`src/rtl/mac_dot_engine.sv`:
```
// Streaming dot-product engine: takes VEC_LEN (a,b) pairs over valid/ready,
// multiplies through one registered product stage, accumulates, and presents
// the sum on a valid/ready output before clearing itself for the next vector.
// Optional feature macro: MAC_DOT_SATURATE_EN (saturating adds, sticky ovf).
module mac_dot_engine #(
  parameter int unsigned DW      = 8,
  parameter int unsigned VEC_LEN = 16,
  parameter int unsigned ACCW    = 24,
  parameter int unsigned SIGNED  = 0
) (
  input  logic            clk,
  input  logic            rst,
  input  logic            clear,
  input  logic            in_valid,
  output logic            in_ready,
  input  logic [DW-1:0]   a,
  input  logic [DW-1:0]   b,
  output logic            out_valid,
  input  logic            out_ready,
  output logic [ACCW-1:0] result,
  output logic            ovf,
  output logic            busy
);

  localparam int unsigned PW = 2 * DW;
  localparam int unsigned CW = $clog2(VEC_LEN + 1);

  typedef enum logic [1:0] {StIdle, StAccum, StDrain, StDone} state_e;

  state_e          state_q, state_d;
  logic [CW-1:0]   count_q;
  logic [PW-1:0]   p_q;
  logic            p_vld_q;
  logic [ACCW-1:0] acc_q;

  logic            accept;
  logic            done_hs;
  logic [PW-1:0]   a_ext, b_ext, prod;
  logic [ACCW-1:0] p_ext;
  logic [ACCW-1:0] add_val;
  logic            add_ovf;
  logic            ext_bit;

  // A pair presented alongside clear is dropped.
  assign accept  = in_valid && in_ready && !clear;
  assign done_hs = (state_q == StDone) && out_ready;

  // Operands widened to the product width; the low PW bits of the product are
  // then correct for both unsigned and two's-complement operands.
  always_comb begin
    a_ext = {{DW{(SIGNED != 0) & a[DW-1]}}, a};
    b_ext = {{DW{(SIGNED != 0) & b[DW-1]}}, b};
    prod  = a_ext * b_ext;
  end

  assign ext_bit = (SIGNED != 0) & p_q[PW-1];

  if (ACCW > PW) begin : g_ext
    assign p_ext = {{(ACCW - PW){ext_bit}}, p_q};
  end else begin : g_noext
    assign p_ext = p_q[ACCW-1:0];
  end

`ifdef MAC_DOT_SATURATE_EN
  logic [ACCW:0] sum;
  logic          ovf_q;

  // Add with clamp to the representable range of the accumulator.
  always_comb begin
    sum     = {1'b0, acc_q} + {1'b0, p_ext};
    add_val = sum[ACCW-1:0];
    add_ovf = 1'b0;
    if (SIGNED != 0) begin
      if ((acc_q[ACCW-1] == p_ext[ACCW-1]) && (sum[ACCW-1] != acc_q[ACCW-1])) begin
        add_ovf = 1'b1;
        add_val = acc_q[ACCW-1] ? {1'b1, {(ACCW - 1){1'b0}}} : {1'b0, {(ACCW - 1){1'b1}}};
      end
    end else if (sum[ACCW]) begin
      add_ovf = 1'b1;
      add_val = '1;
    end
  end

  assign ovf = ovf_q;
`else
  // Plain modulo-2^ACCW add.
  always_comb begin
    add_val = acc_q + p_ext;
    add_ovf = 1'b0;
  end

  assign ovf = 1'b0;
`endif

  // Next-state logic.
  always_comb begin
    state_d = state_q;
    unique case (state_q)
      StIdle:  if (accept) state_d = StAccum;
      StAccum: if (accept && (count_q == CW'(VEC_LEN - 1))) state_d = StDrain;
      StDrain: state_d = StDone;
      StDone:  if (out_ready) state_d = StIdle;
      default: state_d = StIdle;
    endcase
  end

  // State, counter, product stage and accumulator registers.
  always_ff @(posedge clk or negedge rst) begin
    if (!rst) begin
      state_q <= StIdle;
      count_q <= '0;
      p_q     <= '0;
      p_vld_q <= 1'b0;
      acc_q   <= '0;
`ifdef MAC_DOT_SATURATE_EN
      ovf_q   <= 1'b0;
`endif
    end else if (clear) begin
      state_q <= StIdle;
      count_q <= '0;
      p_vld_q <= 1'b0;
      acc_q   <= '0;
`ifdef MAC_DOT_SATURATE_EN
      ovf_q   <= 1'b0;
`endif
    end else begin
      state_q <= state_d;
      p_vld_q <= accept;
      if (accept) p_q <= prod;
      if (done_hs) begin
        count_q <= '0;
        acc_q   <= '0;
`ifdef MAC_DOT_SATURATE_EN
        ovf_q   <= 1'b0;
`endif
      end else begin
        if (accept) count_q <= count_q + 1'b1;
        if (p_vld_q) begin
          acc_q <= add_val;
`ifdef MAC_DOT_SATURATE_EN
          ovf_q <= ovf_q | add_ovf;
`endif
        end
      end
    end
  end

`ifndef MAC_DOT_SATURATE_EN
  logic unused_add_ovf;
  assign unused_add_ovf = add_ovf;
`endif

  assign in_ready  = (state_q == StIdle) || (state_q == StAccum);
  assign out_valid = (state_q == StDone);
  assign busy      = (state_q != StIdle);
  assign result    = acc_q;

endmodule

```
`config.mk`:
```
export PLATFORM = sky130hd
export DESIGN_NAME = mac_dot_engine
export DESIGN_NICKNAME = d
export VERILOG_FILES = /design/src/rtl/mac_dot_engine.sv
export SDC_FILE = /design/constraint.sdc
export NUM_CORES = 1
export LEC_CHECK = 0
export CAP_MARGIN = 0
export CELL_PAD_IN_SITES_DETAIL_PLACEMENT = 1
export CELL_PAD_IN_SITES_GLOBAL_PLACEMENT = 2
export CORE_MARGIN = 3
export CORE_UTILIZATION = 39
export CTS_CLUSTER_DIAMETER = 60
export CTS_CLUSTER_SIZE = 20
export DETAILED_ROUTE_END_ITERATION = 12
export PLACE_DENSITY_LB_ADDON = 0.25
export SLEW_MARGIN = 20
export SYNTH_ARGS = -nofsm -noshare
export SYNTH_HDL_FRONTEND = slang
export SYNTH_SLANG_ARGS = --single-unit
```
`constraint.sdc`:
```
create_clock -name clk -period 5.3 [get_ports clk]
set_input_delay 0.795 -clock clk [delete_from_list [all_inputs] [get_ports clk]]
set_output_delay 0.795 -clock clk [all_outputs]
set_load 0.02 [all_outputs]
```
==> flow_summary.ini, run 1 <==
[synth]
synth-compound-area-share_pct = 15.1
synth_area_leaders = dfrtp_1 24%, fa_1 15%, ha_1 15%
synth_xor_area_share_pct = 3.88
syn_avg_cell_area_um2 = 8.85
synth_mux_area_share_pct = 1.81
synth_nets = 678
synth_top_area_share_pct = 24.2
synth_flop_cell = dfrtp_1
synth_seq_cells = 48
synth_edf_count = 0
syn_inst = 562
yosysSeqAreaShare_pct = 24.2
yosys.area.top_type = dfrtp_1
synthSimpleGateAreaFrac_pct = 19.4
ys_warn_count = 0
yosysUniqueCellTypes = 57
synth_fa_ha_area_share_pct = 29.5
syn_area_mm2 = 0.00497
async_flop_share_pct = 100
synth_top_family_by_area = adder cells

[critical_path]
cp_slowest_cell = clkdlybuf4s50_1
reg2reg_from = state_q[0]
r2r_cells = 8
critPathMaxFanout = 6
slowest_delay_ns = 0.56
cp-endpoint = p_q[10]
regToRegSetupSlack_ns = 2.76
crit_path_cell_trace = clkdlybuf4s50_1 > and2_1 > fa_1 > inv_1 > fa_1 > inv_1 > fa_1 > inv_1 > fa_1 > inv_1 > ha_1 > buf_4 > nor3_1 > nor2_1 > o41a_1 > a21oi_1 > xor2_1 > o21ai_1
start_kind = input port
critPathKind = in2reg
reg2reg_to = p_q[0]
cp.required_ns = 5.43
cp-end-kind = flop
cp_data_arrival_time_ns = 5.17
critPathLaunch = a[4]

[clocking]
clk_pin_slew_ns = 0.06
cts-htree-levels = 2
clk_latency_ns = 0.29
clockBufferDepth = 2
postCtsSetupRepairBufs = 0
cts.sinks = 48
cts_tree = built
cts-root-buf = clkbuf_16
numCtsBuffers = 5

[place]
pre_cts_slack_ns = -0.0408
dp_hpwl_um = 10100
io_buffers = 47
postPlaceCellArea_mm2 = 0.00566
place.gp.congestion = 0.829

[layout]
postLayoutCoreUtil_pct = 47.9
finalInstanceArea_mm2 = 0.00585
n_antenna_cell = 0
final_common_cell = nand2_1
layout_common_cells = 70 x nand2_1, 63 x inv_1, 58 x ha_1, 48 x dfrtp_1, 46 x and2_1
area_delta_synth_final_pct = 17.7
nNetsFinal = 727
drive_above_1_share_pct = 3.60

[sta]
final-setup-viol-count = 0
fmax_mhz = 198
hold_viol = 0
setup_ws_ns = 0.259
hold_slack_ns = 0.488
tightest_slew_ns = 1.02
final_max_slew_viol_count = 0
post-route-period-util_pct = 95.1
fin_skew_ns = 0.00641
slew_headroom_pct = 31.8
grt_setup_unrepaired = no
period_minus_slack_ns = 5.04

[pwr]
power_switching_uw = 1010
p_int_uw = 1300
cellPowerDensity_mw_per_mm2 = 394
p_leak_uw = 0.00278
clkPwrFrac_pct = 17.6
ir_drop_v = 0.000182
p_seq_share_pct = 23.8
combinationalPowerShare_pct = 58.6
swShare_pct = 43.7

[outcome]
outcome = completed

[detailed_routing]
firstDrtPassIters = 4
routed_wl_um = 12700
drc = 0
drtIter0Drc = 181
wire_per_inst_um = 16.3
routed-via-count = 4171
drt-vias-per-instance = 5.35
drtAntennaViolNets = 0

[global_route]
grt_overflow_total = 0
grt_pass1_wl_um = 21800
grt_pass1_vias = 4428
antenna_found_initial = 0
grt_usage_pct = 18.4
grt_max_degree = 49

[worst_hold_path]
hp-class = reg2reg

[die]
fp.dieH_um = 119
dieArea_mm2 = 0.0141
rows = 40
io_pins = 49
initial_core_util_pct = 40.7
die_w_um = 119
core_area_mm2 = 0.0122

[run]
max-cap-violations = 0
[worst min-delay path by stage]
stage | startpoint | end | depth (start not counted)
floorplan | p_q[0] | p_q[0] | 2
global placement | p_q[5] | p_q[5] | 2
detailed placement | p_q[7] | p_q[7] | 2
CTS | p_q[7] | p_q[7] | 2
global route | p_q[9] | p_q[9] | 2
finish | p_q[7] | p_q[7] | 2
[routing by layer]
metal  wire length (um)  vias to the layer above  global-route usage [%]  part of all wire, %
met2               6360                       41                    32.2                   50
met4                 55                        0                    2.32                 0.43
li1                   -                     2011                       -                    -
met3                240                        4                    2.09                  1.9
met5                  0                        -                       0                    0
met1               6030                     2115                    25.2                   48
[cells by family after synthesis]
kind of cell | Yosys count
AND/OR/NAND/NOR | 192
AO/OA/AOI/OAI | 117
adder cells (fa/ha/maj) | 95
buffers and inverters | 78
flip-flops | 48
XOR/XNOR | 22
multiplexers | 9
other | 1
[cell usage after synthesis, types with 9 or more instances]
library cell and instances:
a21oi_1 35, a31oi_1 9, and2_1 46, and3_1 11
clkbuf_1 9, dfrtp_1 48, fa_1 37, ha_1 58
inv_1 63, mux2i_1 9, nand2_1 70, nand3_1 11
nor2_1 26, o21ai_0 19, o21ai_1 11, xnor2_1 13
xor2_1 9
[final cells by class]
class	count	area [um^2]
fill	1478	6360
inverter	63	236
clock buffer	5	125
timing repair buffer	57	546
tap	168	210
multi-input combinational	436	3470
clock inverter	2	60.1
sequential	48	1200
[critical path: cells and delay by family]
family                   cells  cell delay, ns
adder cells (fa/ha/maj)      5            2.32
buffers and inverters        6            0.90
AND/OR/NAND/NOR              3            0.47
AO/OA/AOI/OAI                3            0.46
XOR/XNOR                     1            0.21
[sequential cells by signal, summed over array words and instances, names as in the netlist]
name,count
count_q,5
p_q,16
p_vld_q,1
result,24
state_q,2
[power groups by stage]
stage               logic, uW  clock network [uW]  registers [uW]
floorplan                 940                   0             560
global placement         1300                   0             555
global route             1530                 431             565
CTS                      1370                 412             554
finish                   1350                 405             550
detailed placement       1340                   0             561
[what timing repair did]
item | 4_1_cts | 5_1_grt
hold buffers | 0 | 0
setup endpoints to repair | 0 | 2
gates resized for setup | 0 | 2
[metrics by stage]
stage,TNS (ns),power [uW],cells
final,0,2310,779
after CTS,0,2330,779
after detailed placement,-0.0421,1910,772
after floorplan,0,1500,562
after global routing,0,2530,779
after global placement,0,1850,772
Note: power is estimated with default switching activity, not from simulation.
==> inputs of run 2 (changes only) <==
CORE_UTILIZATION = 33   (was 39)
GPL_ROUTABILITY_DRIVEN = 0   (was not set)
clock period = 4.5 ns   (was 5.3 ns; I/O delays follow)
==> flow_summary.ini, run 2 (synthesis gave the netlist of run 1 again) <==
[critical_path]
cp-endpoint = p_q[13]
cp.required_ns = 4.69
slowest_delay_ns = 0.54
cp_data_arrival_time_ns = 4.48
reg2reg_from = state_q[0]
critPathKind = in2reg
reg2reg_to = p_q[0]
critPathLaunch = a[3]
regToRegSetupSlack_ns = 2.01
start_kind = input port
cp_slowest_cell = fa_1
r2r_cells = 8
critPathMaxFanout = 5
cp-end-kind = flop
crit_path_cell_trace = buf_2 > and2_4 > fa_1 > inv_1 > fa_1 > inv_1 > fa_1 > inv_1 > fa_1 > inv_1 > ha_4 > a21oi_1 > a31oi_2 > o21a_1 > o21a_1 > o31ai_1

[worst_hold_path]
hp-class = in2async

[die]
rows = 44
io_pins = 49
initial_core_util_pct = 33.9
fp.dieH_um = 129
dieArea_mm2 = 0.0166
core_area_mm2 = 0.0146
die_w_um = 129

[pwr]
ir_drop_v = 0.000253
cellPowerDensity_mw_per_mm2 = 481
p_leak_uw = 0.00300

[place]
dp_hpwl_um = 10900
io_buffers = 47
postPlaceCellArea_mm2 = 0.00595

[layout]
drive_above_1_share_pct = 13.8
fillers = 1704
nNetsFinal = 765
postLayoutCoreUtil_pct = 42.4
final_common_cell = nand2_1
layout_common_cells = 70 x nand2_1, 62 x inv_1, 56 x ha_1, 48 x dfrtp_1, 47 x buf_4
finalInstanceArea_mm2 = 0.00620
area_delta_synth_final_pct = 24.8
largest_reg_flops = 24
n_antenna_cell = 0

[clocking]
clockBufferDepth = 2
clk_pin_slew_ns = 0.07
numCtsBuffers = 5
cts.sinks = 48
ctsHoldBuffers = 0
cts-htree-levels = 2
cts-root-buf = clkbuf_16
clk_latency_ns = 0.29
cts_tree = built

[detailed_routing]
drtAntennaViolNets = 0
drtIter0Drc = 161
met2WireLength_um = 6600
wire_per_inst_um = 16.1
wl_met3_um = 210
firstDrtPassIters = 4
routed_wl_um = 13400
top_layer_used = met4
drt-vias-per-instance = 5.16
routed-via-count = 4305
drc = 0
wl_met1_um = 6480

[sta]
tightest_slew_ns = 0.938
final-setup-viol-count = 0
fmax_mhz = 233
period_minus_slack_ns = 4.29
final_max_slew_viol_count = 0
slew_headroom_pct = 37.5
fin_skew_ns = 0.00451
hold_viol = 0
post-route-period-util_pct = 95.3

[global_route]
grt_pass1_vias = 4763
grt_overflow_total = 0
antenna_found_initial = 0
grt_max_degree = 49
grt_usage_pct = 17.0
grt_pass1_wl_um = 23300

[run]
max-cap-violations = 0

[outcome]
outcome = completed
-- run 2: repair_timing --
action | 4_1_cts | 5_1_grt
endpoints found under the setup margin | 8 | 6
cloned | 0 | 0
pin swaps | 8 | 9
resized for setup | 39 | 26
buffers inserted | 1 | 0
-- run 2: final cells by class --
cell class | instances | area (um^2) | share of cell area [%]
Clock buffer | 5 | 125 | 2.02
Clock inverter | 3 | 90.1 | 1.45
Inverter | 63 | 236 | 3.81
Multi-Input combinational cell | 436 | 3550 | 57.2
Sequential cell | 48 | 1200 | 19.4
Tap cell | 184 | 230 | 3.71
Timing Repair Buffer | 95 | 773 | 12.5
-- run 2: worst min path at each step --
stage                 endpoint  slack (ns)
finish               result[2]        0.49
global route            p_q[8]        0.54
CTS                     p_q[8]        0.50
detailed placement      p_q[8]        0.48
global placement        p_q[8]        0.48
floorplan           count_q[0]        0.38
-- run 2: power breakdown --
part / switching, uW / internal (uW) / leakage [uW]
Clock: 171 / 375 / 0.000104
Sequential: 107 / 550 / 0.000641
Combinational: 973 / 808 / 0.00226
Total: 1250 / 1730 / 0.00300
-- run 2: metal layers --
metal	vias up	global-route usage, %
li1	2092	-
met3	10	1.91
met4	0	3.21
met2	34	28.8
met1	2169	23.8
met5	-	0
-- run 2: worst max-delay path: cells and delay by family --
| family | cells | cell delay [ns] |
|---|---|---|
| AOI/OAI and AO/OA | 5 | 1.02 |
| buffers and inverters | 5 | 0.36 |
| adders and majority gates | 5 | 2.25 |
| and+or+nand+nor | 1 | 0.17 |
-- run 2: metrics by stage --
step / instances / hold slack (ns) / setup TNS, ns / setup WS, ns / total power [uW]
after global placement: 825 / 0.477 / -3.63 / -0.579 / 2320
final: 834 / 0.487 / 0 / 0.212 / 2980
after detailed placement: 825 / 0.482 / -4.71 / -0.704 / 2380
after floorplan: 562 / 0.379 / 0 / 0.120 / 1770
after CTS: 834 / 0.497 / 0 / 0.00122 / 2990
after global routing: 834 / 0.538 / -0.00388 / -0.00388 / 3280
==> inputs of run 3 (changes only) <==
CORE_UTILIZATION = 36   (was 33)
CTS_CLUSTER_SIZE = 30   (was 20)
GPL_TIMING_DRIVEN = 0   (was not set)
clock period = 4.67 ns   (was 4.5 ns; I/O delays follow)
==> flow_summary.ini, run 3 (synthesis gave the netlist of run 1 again) <==
[outcome]
outcome = completed

[global_route]
grt_overflow_total = 0
grt_pass1_vias = 4485
antenna_found_initial = 0
grt_max_degree = 26
grt_pass1_wl_um = 21900
grt_usage_pct = 17.8

[layout]
n_antenna_cell = 0
postLayoutCoreUtil_pct = 43.8
largest_reg_flops = 24
fillers = 1610
ff_latch_area_mm2 = 0.00120
layout_common_cells = 70 x nand2_1, 63 x inv_1, 57 x ha_1, 48 x dfrtp_1, 45 x and2_1
nNetsFinal = 735
area_delta_synth_final_pct = 17.7
drive_above_1_share_pct = 6.61
final_common_cell = nand2_1
multi_input_area_mm2 = 0.00352

[detailed_routing]
firstDrtPassIters = 4
drc = 0
routed-via-count = 4153
drtAntennaViolNets = 0
drt-vias-per-instance = 5.22
wire_per_inst_um = 16.1
drtIter0Drc = 92
routed_wl_um = 12800

[die]
dieArea_mm2 = 0.0153
rows = 42
die_w_um = 124
initial_core_util_pct = 37.2
core_area_mm2 = 0.0133
io_pins = 49
fp.dieH_um = 124

[sta]
finalSetupTns_ns = 0
period_minus_slack_ns = 4.46
slew_headroom_pct = 51.7
post-route-period-util_pct = 95.4
fmax_mhz = 224
setup_ws_ns = 0.214
hold_viol = 0
final-setup-viol-count = 0
fin_skew_ns = 0.00341
tightest_slew_ns = 0.724
final_max_slew_viol_count = 0
hold_slack_ns = 0.397
grt_setup_unrepaired = no

[critical_path]
r2r_cells = 8
cp_data_arrival_time_ns = 4.66
reg2reg_to = result[15]
reg2reg_from = result[6]
regToRegSetupSlack_ns = 2.26
start_kind = input port
cp.required_ns = 4.88
cp_slowest_cell = fa_1
cp-end-kind = flop
critPathLaunch = a[3]
cp-endpoint = p_q[13]
critPathMaxFanout = 8
crit_path_cell_trace = clkdlybuf4s15_2 > and2_1 > fa_1 > inv_1 > fa_1 > inv_1 > fa_1 > inv_1 > fa_1 > inv_1 > ha_4 > o211a_1 > o31ai_4 > a31oi_4 > o21a_1 > o21a_1 > o31ai_1
slowest_delay_ns = 0.53
critPathKind = in2reg

[clocking]
cts.sinks = 48
numCtsBuffers = 5
clk_latency_ns = 0.30
cts-htree-levels = 2
cts_tree = built
clockBufferDepth = 2
cts-root-buf = clkbuf_16
clk_pin_slew_ns = 0.07
ctsHoldBuffers = 0

[pwr]
p_int_uw = 1440
ir_drop_v = 0.000191
p_leak_uw = 0.00277
p_seq_share_pct = 24.0
combinationalPowerShare_pct = 59.9
clkPwrFrac_pct = 16.1
power_switching_uw = 1170
cellPowerDensity_mw_per_mm2 = 445
swShare_pct = 44.8

[worst_hold_path]
hp-class = in2async

[run]
max-cap-violations = 0

[place]
dp_hpwl_um = 10600
io_buffers = 47
pre_cts_slack_ns = -0.713
run 3: changes by cell type in the layout (fill, tap and decap cells not counted), sizes merged:
cell	before	now
dlymetal6s2s	2	0
clkbuf	11	27
bufinv	3	1
buf	55	10
clkinv	0	1
clkinvlp	0	1
clkdlybuf4s50	31	32
dlygate4sd2	1	0
clkdlybuf4s15	0	1
run 3: critical path: cells and delay by family:
| family | cells | cell delay (ns) |
|---|---|---|
| and+or+nand+nor | 1 | 0.21 |
| adders and majority gates | 5 | 2.29 |
| buffers and inverters | 5 | 0.49 |
| AOI/OAI and AO/OA | 6 | 0.97 |
run 3: repair_timing:
item	4_1_cts	5_1_grt
buffers inserted	1	1
endpoints found under the setup margin	6	5
resized for setup	21	30
pin swaps	1	5
cloned	0	0
run 3: power groups by stage:
stage,logic (uW),registers [uW],clock network [uW]
floorplan,1070,635,0
global placement,1460,629,0
detailed placement,1500,638,0
CTS,1530,629,429
global route,1790,642,446
finish,1560,626,418
run 3: metrics by stage:
stage               area, um^2  instances  total power [uW]
finish                    5850        796              2610
global route              5850        796              2880
CTS                       5860        795              2590
detailed placement        5680        786              2140
global placement          5660        785              2090
floorplan                 4970        562              1700
run 3: worst min-delay path by stage:
| stage | from | depth (start not counted) | slack (ns) | to |
|---|---|---|---|---|
| finish | rst | 1 | 0.40 | count_q[2] |
| floorplan | rst | 0 | 0.40 | count_q[0] |
| CTS | rst | 1 | 0.42 | count_q[2] |
| global route | rst | 1 | 0.46 | count_q[2] |
| global placement | p_q[0] | 2 | 0.47 | p_q[0] |
| detailed placement | p_q[12] | 2 | 0.49 | p_q[12] |
run 3: final cells by class:
class | instances | area share (%)
multi-input cells | 436 | 60.1
inverters | 63 | 4.04
well taps | 176 | 3.76
repair buffers | 50 | 7.47
clock buffers | 5 | 2.14
clock inverters | 3 | 0.727
flip-flops and latches | 48 | 20.5
plain buffers | 15 | 1.18
run 3: per-layer routing:
| layer | global-route usage [%] | vias up | share of wire [%] |
|---|---|---|---|
| li1 | - | 2031 | - |
| met1 | 21.7 | 2068 | 44 |
| met2 | 33.7 | 44 | 53 |
| met3 | 1.78 | 10 | 2.2 |
| met4 | 4.01 | 0 | 1.1 |
| met5 | 0 | - | 0 |
